[src/rtl/ycc_coef_ctrl.sv]
// ycc_coef_ctrl: double-buffered RGB->YCbCr coefficient bank for the colour-space matrix multiplier.
// A staged (shadow) set is applied to the active set only between frames, never mid-frame.
module ycc_coef_ctrl #(
    parameter int           frameSize  = 76800,
    parameter logic [161:0] RESET_COEF = {18'sd39164, 18'sd76926, 18'sd14982,
                                          -18'sd22138, -18'sd43398, 18'sd65536,
                                          18'sd65536, -18'sd54906, -18'sd10630}
) (
    input  logic         clk,
    input  logic         reset,
    input  logic         iWrEn,
    input  logic [3:0]   iWrAddr,
    input  logic [17:0]  iWrData,
    input  logic         iCommit,
    input  logic         iValid,
    input  logic         iDone,
    input  logic         iErrClr,
    output logic [161:0] oCoef,
    output logic         oPending,
    output logic         oCommitAck,
    output logic         oFrameActive,
    output logic [15:0]  oFrameCnt,
    output logic [1:0]   oErr
);
    // state  | meaning
    // IDLE   | between frames, no pixel of a new frame seen yet
    // ACTIVE | frame in progress, fewer than frameSize pixels accepted
    // DRAIN  | all pixels accepted, waiting for the multiplier's iDone
    typedef enum logic [1:0] {IDLE = 2'd0, ACTIVE = 2'd1, DRAIN = 2'd2} state_t;

    localparam int            CW   = $clog2(frameSize + 1);
    localparam logic [CW-1:0] LAST = CW'(frameSize);
    localparam logic [CW-1:0] ONE  = CW'(1);

    state_t        r_state;
    logic [CW-1:0] r_cnt;
    logic [161:0]  r_shadow;
    logic [161:0]  r_coef;
    logic          r_pending;
    logic          r_ack;
    logic [15:0]   r_frame_cnt;
    logic [1:0]    r_err;

    logic          w_wr_bad;
    logic          w_wr_ok;
    logic          w_frame_end;
    logic          w_seq_err;
    logic          w_swap;
    logic [CW-1:0] w_cnt_inc;

    assign w_wr_bad    = iWrEn && (r_pending || (iWrAddr > 4'd8));
    assign w_wr_ok     = iWrEn && !w_wr_bad;
    assign w_frame_end = (r_state == DRAIN) && iDone;
    assign w_seq_err   = (r_state == DRAIN) ? (iValid && !iDone) : iDone;
    // r_pending is registered, so a commit can never swap in its own cycle
    assign w_swap      = r_pending && !iValid && ((r_state == IDLE) || w_frame_end);
    assign w_cnt_inc   = r_cnt + ONE;

    always_ff @(posedge clk or posedge reset) begin
        if (reset) begin
            r_state     <= IDLE;
            r_cnt       <= '0;
            r_shadow    <= RESET_COEF;
            r_coef      <= RESET_COEF;
            r_pending   <= 1'b0;
            r_ack       <= 1'b0;
            r_frame_cnt <= 16'd0;
            r_err       <= 2'b00;
        end else begin
            for (int i = 0; i < 9; i++) begin
                if (w_wr_ok && (iWrAddr == 4'(i)))
                    r_shadow[161 - 18*i -: 18] <= iWrData;
            end

            if (w_swap)
                r_coef <= r_shadow;
            r_ack <= w_swap;

            if (w_swap)
                r_pending <= 1'b0;
            else if (iCommit)
                r_pending <= 1'b1;

            if (w_frame_end)
                r_frame_cnt <= r_frame_cnt + 16'd1;

            r_err <= (iErrClr ? 2'b00 : r_err) | {w_seq_err, w_wr_bad};

            // with frameSize == 1 the first pixel of a frame is also its last
            unique case (r_state)
                IDLE, ACTIVE: begin
                    if (iValid) begin
                        r_cnt   <= w_cnt_inc;
                        r_state <= (w_cnt_inc == LAST) ? DRAIN : ACTIVE;
                    end
                end
                DRAIN: begin
                    if (iDone) begin
                        if (iValid) begin
                            r_cnt   <= ONE;
                            r_state <= (ONE == LAST) ? DRAIN : ACTIVE;
                        end else begin
                            r_cnt   <= '0;
                            r_state <= IDLE;
                        end
                    end
                end
                default: begin
                    r_cnt   <= '0;
                    r_state <= IDLE;
                end
            endcase
        end
    end

    assign oCoef        = r_coef;
    assign oPending     = r_pending;
    assign oCommitAck   = r_ack;
    assign oFrameActive = (r_state != IDLE);
    assign oFrameCnt    = r_frame_cnt;
    assign oErr         = r_err;
endmodule

[config.mk]
export PLATFORM = sky130hd
export DESIGN_NAME = ycc_coef_ctrl
export DESIGN_NICKNAME = d
export VERILOG_FILES = /design/src/rtl/ycc_coef_ctrl.sv
export SDC_FILE = /design/constraint.sdc
export NUM_CORES = 1
export LEC_CHECK = 0
export CAP_MARGIN = 10
export CORE_ASPECT_RATIO = 1.5
export CORE_UTILIZATION = 40
export CTS_CLUSTER_DIAMETER = 50
export DETAILED_ROUTE_END_ITERATION = 10
export PLACE_DENSITY = 0.65
export RECOVER_POWER = 50
export SLEW_MARGIN = 30
export SYNTH_ARGS = -nofsm -noshare
export SYNTH_HDL_FRONTEND = slang
export SYNTH_SLANG_ARGS = --single-unit
[constraint.sdc]
create_clock -name clk -period 27.9 [get_ports clk]
set_input_delay 4.185 -clock clk [delete_from_list [all_inputs] [get_ports clk]]
set_output_delay 4.185 -clock clk [all_outputs]
set_load 0.03 [all_outputs]
==> impl_table.tex <==
\begin{tabular}{lr}
\hline
Metric & Value \\
\hline
\multicolumn{2}{l}{\textbf{Setup path}} \\
Type of the worst setup path & input port to async pin \\
Largest driver fanout on the critical path & 97 \\
Worst r2r path cells & 8 \\
Startpoint type of the worst setup path & input port \\
Worst endpoint data arrival time & 10.16 ns \\
Critical path capture point type & async pin \\
WP data required & 27.60 ns \\
\multicolumn{2}{l}{\textbf{Placed design}} \\
GPL Wtd Cong & 0.8296 \\
Total of buffers placed on input and output ports & 211 \\
Placed cell count & 1925 \\
Half-perimeter wire length after placement & 23.51 mm \\
\multicolumn{2}{l}{\textbf{Die}} \\
Height of the die & 235.0 µm \\
Placeable Area & 35730 µm² \\
Total I/O pin count & 212 \\
Die ar. & 36970 µm² \\
Die width & 157.3 µm \\
Count of standard-cell rows & 85 \\
Initial standard-cell utilization of the core & 0.4051 \\
\multicolumn{2}{l}{\textbf{Layout}} \\
FILL cells & 3221 \\
Number of nets in the finished design & 1518 \\
Final Util & 0.5085 \\
Seq. cell area & 9254 µm² \\
Diodes inserted & 0 \\
Syn-to-layout area delta & 25.53\% \\
Finished Layout Cells & 1990 \\
Layout cells sized above 1 & 0.2011 \\
Area of the multi-input gates & 4888 µm² \\
\multicolumn{2}{l}{\textbf{Clocking}} \\
Insertion delay to the later sink of the worst-skew pair & 0.52 ns \\
Clock-pin slew reported for the worst setup and hold paths after clock tree synthesis & 0.06 ns \\
Hold bufs inserted after CTS & 0 \\
Post-CTS resize count & 0 \\
Post-CTS setup buffer count & 0 \\
TritonCTS Sinks & 363 \\
CTS H-tree depth & 2 \\
Number of buffers created by CTS & 36 \\
Master cell of the clock root buffer & sky130\_fd\_sc\_hd\_\_clkbuf\_16 \\
Clock tree from TritonCTS & done \\
Max Root-Sink Buffers & 3 \\
\multicolumn{2}{l}{\textbf{GRT}} \\
Total track usage & 0.2016 \\
Global-route wire length before repair & 56.75 mm \\
Initial antenna violation count & 0 \\
Via count of the first global-routing pass & 9900 \\
Global-route congestion overflow total & 0 \\
Pin count of the biggest net entering global routing & 98 \\
\multicolumn{2}{l}{\textbf{Timing}} \\
RSZ-0062 raised after global routing & false \\
Worst relative slew slack & -1.862 \\
Max-slew violation count & 230 \\
Share of the cycle needed by the critical path after routing & 0.3749 \\
Number of endpoints with negative hold slack in the final report & 0 \\
Total negative setup slack & 0 ns \\
Number of setup violations in the final report & 0 \\
Time the final worst path needs with I/O delays and setup & 10.46 ns \\
Skew final & 0.01010 ns \\
Worst-Margin Slew & 4.270 ns \\
Fmax & 95.60 MHz \\
\multicolumn{2}{l}{\textbf{Power}} \\
IR drop worst, VDD & 0.00003559 V \\
Power, Total & 0.001133 W \\
Leakage & 9.014 nW \\
Total power density per cell area & 62.33 nW/µm² \\
\multicolumn{2}{l}{\textbf{Route}} \\
Post-route ant nets & 0 \\
Via count & 9811 \\
Violation count after the first detailed-route iteration & 421 \\
Pre-antenna DRT Iters & 5 \\
Final WL & 35.88 mm \\
Drc violations & 0 \\
WL/cell & 18.03 µm \\
Number of vias per cell & 4.930 \\
\multicolumn{2}{l}{\textbf{Synth}} \\
Average footprint of a synthesized cell & 11.24 µm² \\
Post-synth cell types & 60 \\
Sequential-to-total area share from yosys stat & 0.6392 \\
Synthesized Nets & 1320 \\
Flop and latch count out of synthesis & 363 \\
Primary flip-flop cell chosen by synthesis mapping & sky130\_fd\_sc\_hd\_\_dfrtp\_1 \\
Synthesized netlist cell count & 1288 \\
Ys Warns & 0 \\
Fraction of registers with async set or reset after synthesis & 1.000 \\
Cell area after synthesis & 14480 µm² \\
Post-synth EDFFs & 0 \\
\multicolumn{2}{l}{\textbf{Worst hold path}} \\
Worst hold path depth & 2 \\
HP Class & register to register \\
\multicolumn{2}{l}{\textbf{Outcome}} \\
Violations in the final reports & max-capacitance violations, max-slew violations \\
Result of the run & finished with violations \\
\multicolumn{2}{l}{\textbf{Flow run}} \\
Count of maximum capacitance violations & 3 \\
\hline
\end{tabular}
## Yosys cell counts, types with 10 or more instances
cell type	instances	area, µm²
sky130_fd_sc_hd__o21ai_0	17	85.08
sky130_fd_sc_hd__xnor2_1	11	96.34
sky130_fd_sc_hd__mux2_2	99	1115
sky130_fd_sc_hd__inv_1	12	45.04
sky130_fd_sc_hd__buf_2	26	130.1
sky130_fd_sc_hd__dfrtp_1	227	5680
sky130_fd_sc_hd__nor2_1	25	93.84
sky130_fd_sc_hd__dfstp_2	136	3573
sky130_fd_sc_hd__nand2_1	521	1956
sky130_fd_sc_hd__a21oi_1	10	50.05
sky130_fd_sc_hd__mux2_1	64	720.7
sky130_fd_sc_hd__nor3_1	11	55.05
sky130_fd_sc_hd__clkbuf_1	23	86.33
## sequential cells by signal (all words and copies together) (netlist names)
name and count:
r_shadow 162, r_cnt 17, oErr 2, oCoef 162
r_state 2, oCommitAck 1, oFrameCnt 16, oPending 1
## cell type report
class                           count  area share
Clock buffer                       52     0.05680
Timing Repair Buffer              220      0.1204
Inverter                           13    0.003029
Clock inverter                     12    0.008606
Sequential cell                   363      0.5092
Multi-Input combinational cell    852      0.2690
Tap cell                          478     0.03291
## stage by stage
step           hold WS, ns  cell area [µm²]  worst slack (ns)
4_1_cts             0.4516            18190             20.97
5_1_grt             0.4602            18170             15.98
2_1_floorplan       0.4315            14480             13.86
3_3_place_gp        0.4360            16990             20.46
6_report            0.4487            18170             17.44
3_5_place_dp        0.4418            17000             20.44
## layer usage
layer / GRT usage / part of all wire
met5: 0 / 0
met4: 0.07002 / 0.029
met3: 0.02711 / 0.037
met2: 0.3447 / 0.51
met1: 0.2598 / 0.42
## worst paths after layout
check                               from  slack [ns]    endpoint
setup / recovery                   reset       17.44   oCoef[99]
min in group asynchronous          reset        5.41  oCoef[118]
setup reg to reg              r_state[1]       24.50   oCoef[54]
max in group clk                  iValid       20.92   oCoef[54]
hold reg to reg            r_shadow[110]        0.45  oCoef[110]
hold / removal             r_shadow[110]        0.45  oCoef[110]
## logic make-up (layout without fill, tap and decap cells)
kind of cell,Yosys count,count (layout),synth area share
muxes,167,167,0.1296
buffers and inverters,73,297,0.02169
xor gates and xnor gates,17,17,0.01029
DFF,363,363,0.6392
and+or+nand+nor,609,609,0.1719
AOI/OAI and AO/OA,56,56,0.02472
adders and majority gates,3,3,0.002593
## worst max-delay path: stages
cell	delay, ns
sky130_fd_sc_hd__dlygate4sd3_1	0.55
sky130_fd_sc_hd__clkinvlp_2	2.38
sky130_fd_sc_hd__clkbuf_1	2.96
## placed cells by master, fill, tap and decap left out, types with 4 or more instances in the layout
cell type and count:
sky130_fd_sc_hd__nor2b_1 4, sky130_fd_sc_hd__nor3_1 11, sky130_fd_sc_hd__clkbuf_8 5, sky130_fd_sc_hd__and4_1 5, sky130_fd_sc_hd__mux2_2 99, sky130_fd_sc_hd__nand2_1 521
sky130_fd_sc_hd__nand2b_1 4, sky130_fd_sc_hd__clkbuf_16 37, sky130_fd_sc_hd__o21ai_0 21, sky130_fd_sc_hd__inv_1 11, sky130_fd_sc_hd__dfrtp_1 227, sky130_fd_sc_hd__xor2_1 6
sky130_fd_sc_hd__and3_1 5, sky130_fd_sc_hd__xnor2_1 11, sky130_fd_sc_hd__dlygate4sd3_1 114, sky130_fd_sc_hd__nor2_1 25, sky130_fd_sc_hd__mux2i_1 4, sky130_fd_sc_hd__clkbuf_1 13
sky130_fd_sc_hd__dfstp_2 136, sky130_fd_sc_hd__a21oi_1 10, sky130_fd_sc_hd__nand4_1 5, sky130_fd_sc_hd__nand3_1 10, sky130_fd_sc_hd__clkinv_2 5, sky130_fd_sc_hd__mux2_1 64
sky130_fd_sc_hd__clkdlybuf4s50_1 97
## power breakdown
group	internal, W	switching, W	total, W	leakage (nW)
Combinational	0.0000268	0.0000461	0.0000730	3.94
Clock	0.000288	0.000203	0.000491	0.584
Sequential	0.000550	0.0000187	0.000569	4.49
Total	0.000864	0.000268	0.00113	9.01
No activity file was read; power rests on OpenSTA's default activity.
